File: src/rtl/seq_shift_unit.sv
// ---------------------------------------------------------------------------
// seq_shift_unit
//
// Sequential shift/rotate unit. An accepted start captures the operand, the
// shift amount, the direction and the mode. The unit then moves the working
// register one bit position per clock until the captured count reaches zero.
// On the following edge it publishes the working register on result and
// raises done for one cycle. The published result feeds the per-bit digit
// outputs of the display path.
//
// Ports
//   clk        in   1      system clock, rising edge
//   rst_n      in   1      asynchronous active-low reset
//   start      in   1      operation request, sampled only while idle
//   direction  in   1      1 = shift/rotate left, 0 = right
//   mode       in   2      00 logical, 01 arithmetic, 10 rotate, 11 logical
//   X          in   WIDTH  operand, captured on the accepting edge
//   shamt      in   SHW    shift amount, captured on the accepting edge
//   busy       out  1      operation in progress
//   done       out  1      one-cycle completion pulse
//   result     out  WIDTH  last completed result, held between done pulses
// ---------------------------------------------------------------------------
module seq_shift_unit #(
    parameter int WIDTH = 6,
    parameter int SHW   = 3
) (
    input  logic             clk,
    input  logic             rst_n,
    input  logic             start,
    input  logic             direction,
    input  logic [1:0]       mode,
    input  logic [WIDTH-1:0] X,
    input  logic [SHW-1:0]   shamt,
    output logic             busy,
    output logic             done,
    output logic [WIDTH-1:0] result
);

    typedef enum logic [0:0] {
        ST_IDLE  = 1'b0,
        ST_SHIFT = 1'b1
    } state_t;

    localparam logic [1:0] MODE_ARITH  = 2'b01;
    localparam logic [1:0] MODE_ROTATE = 2'b10;

    state_t           state_q,  state_d;
    logic [WIDTH-1:0] work_q,   work_d;
    logic [SHW-1:0]   cnt_q,    cnt_d;
    logic             dir_q,    dir_d;
    logic [1:0]       mode_q,   mode_d;
    logic [WIDTH-1:0] result_q, result_d;
    logic             busy_q,   busy_d;
    logic             done_q,   done_d;

    // One-position move of the working register. Arithmetic left behaves as
    // logical left; mode 11 falls through to logical.
    function automatic logic [WIDTH-1:0] shift_one(
        input logic [WIDTH-1:0] w,
        input logic             left,
        input logic [1:0]       m
    );
        logic [WIDTH-1:0] r;
        case (m)
            MODE_ROTATE: begin
                if (left) begin
                    r = {w[WIDTH-2:0], w[WIDTH-1]};
                end else begin
                    r = {w[0], w[WIDTH-1:1]};
                end
            end
            MODE_ARITH: begin
                if (left) begin
                    r = {w[WIDTH-2:0], 1'b0};
                end else begin
                    // Sign fill: the MSB held before the move is replicated.
                    r = {w[WIDTH-1], w[WIDTH-1:1]};
                end
            end
            default: begin
                if (left) begin
                    r = {w[WIDTH-2:0], 1'b0};
                end else begin
                    r = {1'b0, w[WIDTH-1:1]};
                end
            end
        endcase
        return r;
    endfunction

    // Next-state and next-output logic for the IDLE/SHIFT controller.
    always_comb begin
        state_d  = state_q;
        work_d   = work_q;
        cnt_d    = cnt_q;
        dir_d    = dir_q;
        mode_d   = mode_q;
        result_d = result_q;
        busy_d   = busy_q;
        done_d   = 1'b0;
        case (state_q)
            ST_IDLE: begin
                if (start) begin
                    work_d  = X;
                    cnt_d   = shamt;
                    dir_d   = direction;
                    mode_d  = mode;
                    busy_d  = 1'b1;
                    state_d = ST_SHIFT;
                end else begin
                    busy_d  = 1'b0;
                end
            end
            ST_SHIFT: begin
                // start is deliberately not looked at here: no queueing.
                if (cnt_q != {SHW{1'b0}}) begin
                    work_d = shift_one(work_q, dir_q, mode_q);
                    cnt_d  = cnt_q - SHW'(1);
                end else begin
                    result_d = work_q;
                    done_d   = 1'b1;
                    busy_d   = 1'b0;
                    state_d  = ST_IDLE;
                end
            end
            default: begin
                busy_d  = 1'b0;
                state_d = ST_IDLE;
            end
        endcase
    end

    // State and output registers; reset discards any in-flight operation.
    always_ff @(posedge clk or negedge rst_n) begin
        if (!rst_n) begin
            state_q  <= ST_IDLE;
            work_q   <= {WIDTH{1'b0}};
            cnt_q    <= {SHW{1'b0}};
            dir_q    <= 1'b0;
            mode_q   <= 2'b00;
            result_q <= {WIDTH{1'b0}};
            busy_q   <= 1'b0;
            done_q   <= 1'b0;
        end else begin
            state_q  <= state_d;
            work_q   <= work_d;
            cnt_q    <= cnt_d;
            dir_q    <= dir_d;
            mode_q   <= mode_d;
            result_q <= result_d;
            busy_q   <= busy_d;
            done_q   <= done_d;
        end
    end

    assign busy   = busy_q;
    assign done   = done_q;
    assign result = result_q;

endmodule

File: config.mk
export PLATFORM = sky130hd
export DESIGN_NAME = seq_shift_unit
export DESIGN_NICKNAME = d
export VERILOG_FILES = /design/src/rtl/seq_shift_unit.sv
export SDC_FILE = /design/constraint.sdc
export NUM_CORES = 1
export LEC_CHECK = 0
export BUFFER_PORTS_ARGS = -buffer_cell sky130_fd_sc_hd__buf_2
export CAP_MARGIN = 20
export CORE_UTILIZATION = 30
export DETAILED_ROUTE_END_ITERATION = 10
export PLACE_DENSITY = 0.55
export SETUP_SLACK_MARGIN = 0.5
export SYNTH_ARGS = -nofsm -noshare
export SYNTH_HDL_FRONTEND = slang
export SYNTH_SLANG_ARGS = --single-unit
File: constraint.sdc
create_clock -name clk -period 1.9 [get_ports clk]
set_input_delay 0.57 -clock clk [delete_from_list [all_inputs] [get_ports clk]]
set_output_delay 0.57 -clock clk [all_outputs]
set_load 0.02 [all_outputs]
After elaboration in Yosys (flattened, before gate mapping). Index checks and enable logic that the tools add are counted.

Reduce and logical (&&, ||, !) cells: 5. Bitwise gates (word level): 2. Equal/unequal tests: 6. Mux-type cells: 17. $add $sub $neg: 1.

Operator list (number): 6-bit two-way mux (5); 6-bit one-hot mux with 2 select lines (2); 3-bit two-way mux (2); 3-bit one-hot mux with 2 select lines (1); 2-bit AND reduction (3); 1-bit two-way mux (5); 2-bit inequality test (second input constant) (2); 1-bit one-hot mux with 2 select lines (2); 3-bit inequality test (second input constant) (1); 3-bit AND reduction (1); 3-bit nonzero test (1); 3-bit by 1-bit subtractor with 3-bit output (second input constant) (1); 2-bit by 1-bit equality test with 1-bit output (second input constant) (1); 2-bit equality test (second input constant) (1); 2-bit by 1-bit inequality test with 1-bit output (second input constant) (1); 1-bit inverter (2).

Flip-flop bits (word level): 21. Input bits: 15. Word-level logic and storage cells: 40.

Logic depth before layout (Yosys ltp).
Depth after elaboration: 4. Mapped depth: 6. Mapped depth without buffers: 5.

Worst setup path after synthesis. No wires, ideal clock.

Path type: input to register. Start point: input start. End point: register work_q[1]. Setup slack: 330 ps. Setup time: 125 ps. Buffers on the path: 2. Stages: 5. Arrival: 1445 ps. Cells stage by stage: or2_1 > buf_6 > and2_4 > buf_6 > mux2_4.

Word-level cells in the longest chain between the ends: 2.

Ends and longest elaborated chain: from (decl) (RTL line 29) `input logic start,`; 2-bit inequality test (no line); 2-bit AND reduction (no line); to (signal assigned) (RTL line 137) `work_q <= {WIDTH{1'b0}};`; to (signal assigned) (RTL line 146) `work_q <= work_d;`; to (decl) (RTL line 48) `logic [WIDTH-1:0] work_q, work_d;`.

No other way between the ends. A chain may end at the register's enable or synchronous reset.

Worst setup path after layout.
Start point: register cnt_q[0]. End point: register work_q[1].

Word-level cells in the longest chain between the ends: 3.

Ends and longest elaborated chain: from (decl) (RTL line 49) `logic [SHW-1:0] cnt_q, cnt_d;`; from (signal assigned) (RTL line 138) `cnt_q <= {SHW{1'b0}};`; from (signal assigned) (RTL line 147) `cnt_q <= cnt_d;`; 3-bit nonzero test (RTL line 116) `if (cnt_q != {SHW{1'b0}}) begin`; 2-bit by 1-bit inequality test with 1-bit output (no line); 2-bit AND reduction (no line).

No other way between the ends.

==> summary.txt <==
Outcome
  • Status: finished clean

Final layout
  • Diode count: 0
  • Non-filler cells, final: between 150 and 200
  • Layout Nets: 149
  • Layout area overhead: 24.7%
  • Share of cells above drive strength 1: between 40% and 50%
  • Post-route cell area: between 1000 and 1500 µm²
  • Filler Cells Inserted: 337

Yosys
  • Synth Area in Adders: 4.51%
  • Synth area leaders: dfrtp_1 47%, mux2_2 11%, ha_1 4.5%, a21oi_1 4.1%, buf_6 3.0%
  • Post-synth top area cell: dfrtp_1
  • Most frequent cell after synthesis: dfrtp_1
  • Synth top cells by count: 21 x dfrtp_1, 11 x mux2_2, 9 x a21oi_1
  • Synth Area in Compound Gates: 15.3%
  • Mean area per synthesized cell: 11.1 µm²
  • Post-Syn Instances: 100
  • Register area share after synthesis: a little under half
  • Share of the synthesized area in the top cell type: 47.4%
  • Ys async rst share: 100%
  • #FFs+latches synth: 21
  • Main synth FF type: dfrtp_1
  • Number of synthesized flops with an enable pin: 0
  • Ys Warns: 0
  • Mux contribution to synthesized area: between 10% and 20%
  • Xor/xnor share of the synthesized area: 0%
  • Unique masters post-synth: 28
  • Largest family of logic cells by synthesized area: multiplexers
  • Syn Std Cell Area: about 1100 µm²
  • Syn_nets: 119
  • Post-synthesis simple-gate area fraction: about a tenth

Die
  • Die width: 62.8 µm
  • Core area: 3440 µm²
  • Ports: 23
  • Row cnt: 21
  • Initial core utilization: about a third
  • Die height: 62.8 µm
  • Die footprint: between 3000 and 4000 µm²

Setup path
  • Worst Path Buf+Inv: 1
  • Worst r2r dst: work_q[1]$_DFFE_PN0P_
  • WP data arrival: 1530 ps
  • CP Max Fanout: 7
  • Worst R2R Setup Slack: between 500 and 600 ps
  • Kind of end point of the critical path: flop
  • Crit path required time: roughly 2100 ps
  • Reg2reg start: cnt_q[0]$_DFFE_PN0P_
  • Reg2Reg Depth: 5
  • Crit path largest cell delay: roughly 400 ps
  • Slowest CP cell: dfrtp_1
  • WS Path Type: reg -> reg
  • Cell family contributing the most delay on the critical path: flip-flops
  • CP Launch Type: flop
  • CP cell instances: inv_2 -> ha_4 -> nand3b_1 -> and2_4 -> mux2_4

Placement
  • Dpl cell area: about 1200 µm²
  • Placer congestion estimate: 0.818
  • PortBufs: 22
  • Place WS: 279 ps
  • Dpl hpwl: 1.66 mm
  • Placed cell count: ~160

Power
  • NetSw: ~0.00093 W
  • VDD IR max: between 0.0005 and 0.0006 V
  • Clock power frac: between 10% and 20%
  • Sequential share of power: about a third
  • Pwr dens: 1780 nW/µm²
  • Logic pwr share: 52.9%
  • P_int: around 0.0015 W
  • Static Leak: 0.652 nW
  • Switching share of power: between 30 and 40%
  • Tot Pwr: between 0.002 and 0.0025 W

STA
  • Final Hold Vio Count: 0
  • Final Setup Violations: 0
  • FMAX: 0.723 GHz
  • Fin crit period: 1380 ps
  • Slew margin rel.: between 60% and 70%
  • Setup TNS: 0 ps
  • Setup ws final: around 520 ps
  • Tightest Pin Transition: 479 ps
  • RSZ-0062 raised after global routing: yes
  • Max-slew violation count: 0
  • Skew final: 3.21 ps
  • Final worst path period share: roughly 73%

Detailed routing
  • Vias per cell: between 4 and 5
  • DR iter-0 viols: 25
  • Wire per inst: between 10 and 15 µm
  • DRT Pass-1 Iters: 4
  • DRT Wirelength: 2.36 mm
  • Final ANT Viol Nets: 0
  • DRC violations left: 0
  • Via count: just over 800

Global routing
  • Gr usage total: roughly an eighth
  • Grt met2 use: 19.0%
  • Pin count of the biggest net entering global routing: 22
  • Total congestion overflow: 0
  • Vias in the first global route: approximately 800
  • Initial antenna violation count: 0
  • Met3 usage: 2.19%
  • M1 GR Usage: between 10% and 20%
  • First-pass GRT wire length: 3.74 mm
  • Layer with the highest usage: met2

Flow run
  • Max_cap viols: 0

CTS
  • TritonCTS Buffers: 3
  • Root buffer cell: clkbuf_8
  • Worst-Skew Late Latency: between 200 and 300 ps
  • H-tree levels: 1
  • Clk sink count: 21
  • Clock-pin transition on the worst setup and hold timing paths: 70 ps
  • Clock buffer depth: 2
  • CTS tree: done

Min path
  • Hold Path Class: in -> async
state kept, by name, summed over array words and instances, names as in the netlist:
| signal | cells |
|---|---|
| busy | 1 |
| cnt_q | 3 |
| dir_q | 1 |
| done | 1 |
| mode_q | 2 |
| result | 6 |
| state_q | 1 |
| work_q | 6 |
power groups by stage:
stage	combinational [W]	sequential, W	clock [W]
2_1_floorplan	0.000851	0.000890	0
3_3_place_gp	0.00110	0.000863	0
3_5_place_dp	0.00112	0.000864	0
4_1_cts	0.00118	0.000859	0.000308
5_1_grt	0.00143	0.000900	0.000323
6_report	0.00131	0.000869	0.000292
area by class of cell:
| cell class | count | area (µm²) | share of cell area [%] |
|---|---|---|---|
| tap | 46 | 57.6 | 4.16 |
| clock buffer | 4 | 45.0 | 3.26 |
| multi-input combinational | 66 | 537 | 38.8 |
| sequential | 21 | 526 | 38.0 |
| inverter | 6 | 22.5 | 1.63 |
| timing repair buffer | 32 | 195 | 14.1 |
cells by family after synthesis:
| kind of cell | count (synthesis) |
|---|---|
| AOI/OAI and AO/OA | 27 |
| adders and majority gates | 4 |
| buffers and inverters | 13 |
| DFF | 21 |
| muxes | 16 |
| and+or+nand+nor | 19 |
through the flow:
step,hold slack (ps),util (%)
2_1_floorplan,274,-
3_3_place_gp,485,36.0
3_5_place_dp,492,36.0
4_1_cts,266,38.2
5_1_grt,292,40.2
6_report,257,40.2
how the worst max path moves through the flow:
| stage | from | cells past startpoint | slack (ps) | to |
|---|---|---|---|---|
| floorplan | start | 5 | 330 | work_q[1]$_DFFE_PN0P_ |
| global placement | start | 4 | 300 | work_q[1]$_DFFE_PN0P_ |
| detailed placement | start | 4 | 280 | work_q[2]$_DFFE_PN0P_ |
| CTS | result[2]$_DFFE_PN0P_ | 1 | 520 | result[2] |
| global route | cnt_q[0]$_DFFE_PN0P_ | 5 | 460 | work_q[1]$_DFFE_PN0P_ |
| finish | cnt_q[0]$_DFFE_PN0P_ | 5 | 520 | work_q[1]$_DFFE_PN0P_ |
what timing repair did:
action | CTS | global route
hold buffers | 0 | 0
setup endpoints to repair | 8 | 13
resized for setup | 5 | 5
pin swaps | 2 | 2
buffers inserted | 2 | 6
placed cells by master, fill, tap and decap left out, types with 2 or more instances in the layout:
cell type	count
a21oi_1	9
a31oi_1	4
buf_2	21
buf_4	9
buf_6	2
clkbuf_8	3
dfrtp_1	21
ha_4	2
inv_1	3
inv_2	3
mux2_2	11
mux2_4	2
mux2i_1	3
nand2_1	5
nand2b_1	2
nor2_1	2
nor2b_1	5
o211ai_1	2
o21ai_0	6
layer usage:
metal | wire length (µm) | vias to the layer above
li1 | - | 414
met1 | 1180 | 381
met2 | 1070 | 19
met3 | 71 | 4
met4 | 48 | 0
met5 | 0 | -
(Power assumes the default switching activity.)
